--- src/rtl/press_counter_pkg.sv ---
// Shared types and helpers for the press counter block.
package press_counter_pkg;

  // Double-press detector states.
  typedef enum logic {
    StIdle  = 1'b0,
    StArmed = 1'b1
  } press_state_e;

  // Bits needed to hold values 0..max_val (at least one bit).
  function automatic int unsigned cnt_w(input int unsigned max_val);
    return (max_val < 2) ? 1 : $clog2(max_val + 1);
  endfunction

endpackage

--- src/rtl/pulse_stretch.sv ---
// Retriggerable pulse stretcher: out stays high for LEN cycles after the latest trig.
module pulse_stretch
  import press_counter_pkg::*;
#(
  parameter int unsigned LEN = 1
) (
  input  logic clk,
  input  logic rst,
  input  logic trig,
  output logic out
);

  localparam int unsigned CW = cnt_w(LEN);

  logic [CW-1:0] cnt_q;

  // Reload on every trigger so a new press restarts the full period.
  always_ff @(posedge clk or posedge rst) begin
    if (rst) begin
      cnt_q <= '0;
    end else if (trig) begin
      cnt_q <= CW'(LEN);
    end else if (cnt_q != '0) begin
      cnt_q <= cnt_q - CW'(1);
    end
  end

  assign out = (cnt_q != '0);

endmodule

--- src/rtl/press_counter_leds.sv ---
// Press counter for the board LEDs: wrapping count, double-press and overflow pulses,
// and a press acknowledge LED. Define PRESS_COUNTER_STRETCH_EN to stretch led_ack over
// ACK_CYCLES; otherwise led_ack is a one-cycle registered copy of each press event.
module press_counter_leds
  import press_counter_pkg::*;
#(
  parameter int unsigned CNT_W      = 4,
  parameter int unsigned DBL_WINDOW = 6000000,
  parameter int unsigned ACK_CYCLES = 1200000
) (
  input  logic             clk,
  input  logic             rst,
  input  logic             press,
  input  logic             clr,
  output logic [CNT_W-1:0] led,
  output logic             led_ack,
  output logic             dbl,
  output logic             ovf
);

  localparam int unsigned WW = cnt_w(DBL_WINDOW - 1);
  localparam logic [WW-1:0] WLast = WW'(DBL_WINDOW - 1);

  logic         press_q;
  logic         evt;
  press_state_e state_q, state_d;
  logic [WW-1:0] wcnt_q, wcnt_d;
  logic         dbl_d;

  // Rising edge of press so a held button counts once.
  always_ff @(posedge clk or posedge rst) begin
    if (rst) press_q <= 1'b0;
    else     press_q <= press;
  end

  assign evt = press & ~press_q;

  // Wrapping press counter; clr wins over a coincident press.
  always_ff @(posedge clk or posedge rst) begin
    if (rst) begin
      led <= '0;
      ovf <= 1'b0;
    end else if (clr) begin
      led <= '0;
      ovf <= 1'b0;
    end else if (evt) begin
      led <= led + CNT_W'(1);
      ovf <= (led == '1);
    end else begin
      ovf <= 1'b0;
    end
  end

  // Double-press FSM state, window counter and registered dbl pulse.
  always_ff @(posedge clk or posedge rst) begin
    if (rst) begin
      state_q <= StIdle;
      wcnt_q  <= '0;
      dbl     <= 1'b0;
    end else begin
      state_q <= state_d;
      wcnt_q  <= wcnt_d;
      dbl     <= dbl_d;
    end
  end

  // Next-state: a press on the last window cycle still counts as a double.
  always_comb begin
    state_d = state_q;
    wcnt_d  = wcnt_q;
    dbl_d   = 1'b0;
    if (clr) begin
      state_d = StIdle;
      wcnt_d  = '0;
    end else begin
      unique case (state_q)
        StIdle: begin
          if (evt) begin
            state_d = StArmed;
            wcnt_d  = '0;
          end
        end
        StArmed: begin
          if (evt) begin
            dbl_d   = 1'b1;
            state_d = StIdle;
            wcnt_d  = '0;
          end else if (wcnt_q == WLast) begin
            state_d = StIdle;
            wcnt_d  = '0;
          end else begin
            wcnt_d = wcnt_q + WW'(1);
          end
        end
      endcase
    end
  end

`ifdef PRESS_COUNTER_STRETCH_EN
  pulse_stretch #(
    .LEN(ACK_CYCLES)
  ) u_ack (
    .clk (clk),
    .rst (rst),
    .trig(evt),
    .out (led_ack)
  );
`else
  logic ack_q;
  logic unused_ack_cfg;

  // One-cycle acknowledge per press; clr does not suppress it.
  always_ff @(posedge clk or posedge rst) begin
    if (rst) ack_q <= 1'b0;
    else     ack_q <= evt;
  end

  assign led_ack        = ack_q;
  assign unused_ack_cfg = (ACK_CYCLES != 0);
`endif

endmodule

--- config.mk ---
export PLATFORM = sky130hd
export DESIGN_NAME = press_counter_leds
export DESIGN_NICKNAME = d
export VERILOG_FILES = /design/src/rtl/press_counter_pkg.sv /design/src/rtl/pulse_stretch.sv /design/src/rtl/press_counter_leds.sv
export SDC_FILE = /design/constraint.sdc
export NUM_CORES = 1
export LEC_CHECK = 0
export CORE_MARGIN = 5
export CORE_UTILIZATION = 40
export DETAILED_ROUTE_END_ITERATION = 7
export PLACE_DENSITY = 0.58
export SYNTH_ARGS = -nofsm -noshare
export SYNTH_HDL_FRONTEND = slang
export SYNTH_SLANG_ARGS = --single-unit
--- constraint.sdc ---
create_clock -name clk -period 2 [get_ports clk]
set_input_delay 0.4 -clock clk [delete_from_list [all_inputs] [get_ports clk]]
set_output_delay 0.4 -clock clk [all_outputs]
set_load 0.01 [all_outputs]
# After elaboration in Yosys (flattened, before gate mapping)
# Index checks and enable logic that the tools add are counted.
[op_classes]
add_sub_neg = 2
eq_ne = 3
mux = 16
bitwise = 3
n_reduce_logical = 1
[ops]
columns = ["operator", "n"]
rows = [
  ["23-bit two-way mux", 4],
  ["23-bit case mux with 2 select lines", 1],
  ["23-bit by 1-bit adder with 23-bit output (second input constant)", 1],
  ["23-bit == test (second input constant)", 1],
  ["1-bit two-way mux", 8],
  ["4-bit two-way mux", 2],
  ["4-bit by 1-bit adder with 4-bit output (second input constant)", 1],
  ["4-bit == test (second input constant)", 1],
  ["3-bit != test (second input constant)", 1],
  ["1-bit NOT", 2],
  ["1-bit case mux with 2 select lines", 1],
  ["2-bit nonzero test", 1],
  ["1-bit bitwise AND", 1],
]
[word_totals]
reg_bits = 32
inputBits = 4
output_inout_bits = 7
wordCells = 32

# Longest topological paths before layout
[depth]
depth_word = 5
mapped_depth = 7
ltp_nobuf = 6

# Worst setup path after synthesis
# Ideal clock, no wire load.
[synth_path]
kind = "input -> register"
startpoint = "in clr"
endpoint = "reg wcnt_q[21]"
setup_time_ns = 0.069
arrival_time_ns = 1.679
t_required_ns = 1.931
path_slack_ns = 0.252
path_stages = 6
n_path_buf = 2
path_cell_list = "clkbuf_1 > nor3_2 > a21bo_2 > buf_6 > or4_1 > nand3_1"
[synth_via]
elab_chain_cells = 1
word_cells_on_any_way = 2
[synth_rtl]
columns = ["item", "line", "rtl"]
rows = [
  ["start: declaration", "press_counter_leds.sv:14", "input logic clr,"],
  ["3-bit != test (no line) or 23-bit two-way mux (tied branches)", "-", ""],
  ["end signal: assignment", "press_counter_leds.sv:62", "wcnt_q <= wcnt_d;"],
  ["end: declaration", "press_counter_leds.sv:27", "logic [WW-1:0] wcnt_q, wcnt_d;"],
]
# Parallel ways exist; a longest one is shown, timed or not.
# A chain may end at the register's enable or synchronous reset.

# Worst setup path in the final report
[layout_path]
startpoint = "reg wcnt_q[3]"
endpoint = "reg wcnt_q[12]"
[layout_via]
elab_chain_cells = 5
word_cells_on_any_way = 6
[layout_rtl]
columns = ["item", "line", "rtl"]
rows = [
  ["23-bit by 1-bit adder with 23-bit output or 23-bit == test (tied branches)", "press_counter_leds.sv:92, press_counter_leds.sv:88", ""],
  ["23-bit two-way mux *", "press_counter_leds.sv:88", "end else if (wcnt_q == WLast) begin"],
  ["23-bit two-way mux *", "press_counter_leds.sv:84", "if (evt) begin"],
  ["23-bit case mux with 2 select lines *", "press_counter_leds.sv:76", "unique case (state_q)"],
  ["23-bit two-way mux *", "press_counter_leds.sv:72", "if (clr) begin"],
]
# Mark *: on every way between the ends. The rest lies on a longest branch, timed or not.

==> out/metrics.cfg <==
[timing]
skew_ps=5.94
setup_violations=0
timing.final.crit_share_pct=94.5
grt_setup_unrepaired=no
setup_ws_ps=109
max_freq_mhz=529
final_max_slew_viol_count=0
tightest_slew_ps=734
hold_viol_final=0
max_slew_margin_pct=50.9
min_period_ps=1890

[global_routing]
gr-total-overflow=0
grt.busiest_layer=met2
grt_pass1_vias=1527
grtUsageMet2_pct=25.0
grt_antenna_before_repair=0
use_met1_pct=21.1
grt_pass1_wl_um=7450
track_usage_pct=16.2
grt_start_max_net_pins=33
gr-usage-met3_pct=3.19

[setup_path]
critical-path-top-delay-family=simple AND/OR/NAND/NOR gates
path_cells=nand4_4 > buf_4 > or3_1 > or4_1 > nand3_1
worstPathArrival_ps=2120
crit_buf_inv=1
r2r_slack_ps=110
required_ps=2230
crit_slowest_cell=or3_1
regToRegStartpoint=wcnt_q[3]$_DFFE_PP0P_
critical_path_class=flop to flop
path_max_fanout=7
critPathLaunchType=flop
slowest_delay_ps=480
reg2regPathDepth=5
r2r-end=wcnt_q[12]$_DFFE_PP0P_
end_kind=flop

[floorplan]
fp.dieH_um=76.2
initial_core_util_pct=40.9
rows=24
core_mm2=0.00429
die-width_um=76.2
die-area_mm2=0.00581
ios=11

[power]
peakVddDrop_mv=0.440
p_leak_nw=0.973
power.total_w=0.00147
powerDensity_mw_per_mm2=661

[finish]
final_util_pct=51.8
layout-drive-gt1-share_pct=23.2
n_antenna_cell=0
final_common_cell=dfrtp_1
design.final.nets=225
final_cell_mix=31 x dfrtp_1, 27 x buf_4, 22 x nand2_1
area_growth_pct=26.8
final_cells=272

[yosys]
synth.distinct_cells=46
syn_avg_cell_area_um2=9.54
yosys_warnings=0
synth_seq_cells=32
synth_top_cell_area_share_pct=45.6
syn-num-nets=190
syn_inst=184
synth_area_mm2=0.00176
synth_area_leaders=dfrtp_1 46%, nand2_1 4.7%, nand3_1 4.0%
ys_seq_area_share_pct=45.6
synth_top_cell_by_area=dfrtp_1

[clocking]
clock_path_buffers=2
ctsHtreeMaxLevel=2
cts_buffers=5
clock_latency_ps=300
postCtsHoldBufs=0
cts-root-buf=clkbuf_8
cts_sinks=32
cts_tree=built
path_clk_slew_ps=70

[placed_design]
placedCellCount=264
port_buffers=10
gp_congestion=0.843
place_ws_ps=-96.3
dp_hpwl_um=3120

[detailed_routing]
routed_wl_um=4480
drc=0
wl_per_cell_um=16.5
via_per_inst=5.76
drtPass1Iterations=4
final_antenna_net_count=0
drt-initial-drc-count=110
vias=1568

[hold_path]
whs_path_depth=1
hold_class=flop to flop
min_from=wcnt_q[20]$_DFFE_PP0P_
hold_path_end=wcnt_q[20]$_DFFE_PP0P_

[outcome]
status=complete, no violations

[flow_run]
maxCapViolCount=0

[logic make-up after synthesis]
logic type               Yosys count  share of synthesized area, %
XOR/XNOR                           5                          2.49
flip-flops                        32                          45.6
AND/OR/NAND/NOR                   84                          27.2
multiplexers                       4                          2.28
AO/OA/AOI/OAI                     42                          16.0
adder cells (fa/ha/maj)            2                          1.43
buffers and inverters             15                          4.99
[synthesized netlist by cell type, drive strengths merged]
cell and count:
a21bo 1, a21boi 1, a21o 6, a21oi 9, a22o 2, a22oi 1
a31oi 7, a32oi 1, a41oi 2, and2 1, and3 1, and4 1
buf 7, clkbuf 3, dfrtp 32, ha 2, inv 5, mux2i 4
nand2 22, nand2b 2, nand3 14, nand4 9, nor2 11, nor3 7
nor4 6, nor4b 1, o211ai 2, o21a 1, o21ai 7, o311ai 1
o31ai 1, or2b 1, or3 5, or4 3, xnor2 1, xor2 4
[through the flow]
stage                     area (µm²)  setup TNS, ps  hold slack (ps)
after floorplan                 1760              0              431
after global routing            2230              0              536
after global placement          2070          -89.1              476
after CTS                       2210              0              483
after detailed placement        2070           -382              473
final                           2230              0              484
[routing by layer]
layer	share of wire, %	vias to the layer above
met3	3.3	13
li1	-	758
met1	46	753
met2	47	44
met5	0	-
met4	3.3	0
[area by class of cell]
type | count | area (µm²)
Timing Repair Buffer | 38 | 323
Clock buffer | 7 | 96.3
Tap cell | 52 | 65.1
Sequential cell | 32 | 802
Clock inverter | 1 | 30.0
Multi-Input combinational cell | 137 | 891
Inverter | 5 | 18.8
Fill cell | 403 | 2070
[worst register-to-register path, delay by kind of cell (launching register included)]
family | cells | cell delay (ps)
flip-flops | 1 | 450
buffers and inverters | 1 | 200
AND/OR/NAND/NOR | 4 | 1180
[what timing repair did]
action | CTS | global route
setup buffers | 0 | 0
cloned | 0 | 0
endpoints found under the setup margin | 2 | 7
resized for setup | 1 | 4
pin swaps | 0 | 1
[registers in the layout (all words and copies together), names as in the netlist]
name     count
dbl          1
led          4
led_ack      1
ovf          1
press_q      1
state_q      1
wcnt_q      23
[where the power goes]
group          internal (W)  total, W  switching [W]
Sequential         0.000655  0.000660     0.00000553
Clock              0.000440  0.000700       0.000260
Combinational     0.0000464  0.000111      0.0000648
Total               0.00114   0.00147       0.000330
[how the worst max path moves through the flow]
stage                          start                endpoint  slack [ps]  cells after the start
6_report       wcnt_q[3]$_DFFE_PP0P_  wcnt_q[12]$_DFFE_PP0P_         110                      5
5_1_grt        wcnt_q[3]$_DFFE_PP0P_  wcnt_q[18]$_DFFE_PP0P_           2                      5
4_1_cts        wcnt_q[1]$_DFFE_PP0P_  wcnt_q[22]$_DFFE_PP0P_          50                      8
3_5_place_dp                     clr  wcnt_q[12]$_DFFE_PP0P_        -100                      5
3_3_place_gp                     clr  wcnt_q[21]$_DFFE_PP0P_         -40                      5
2_1_floorplan                    clr  wcnt_q[21]$_DFFE_PP0P_         250                      6
No activity file was read; power rests on OpenSTA's default activity.
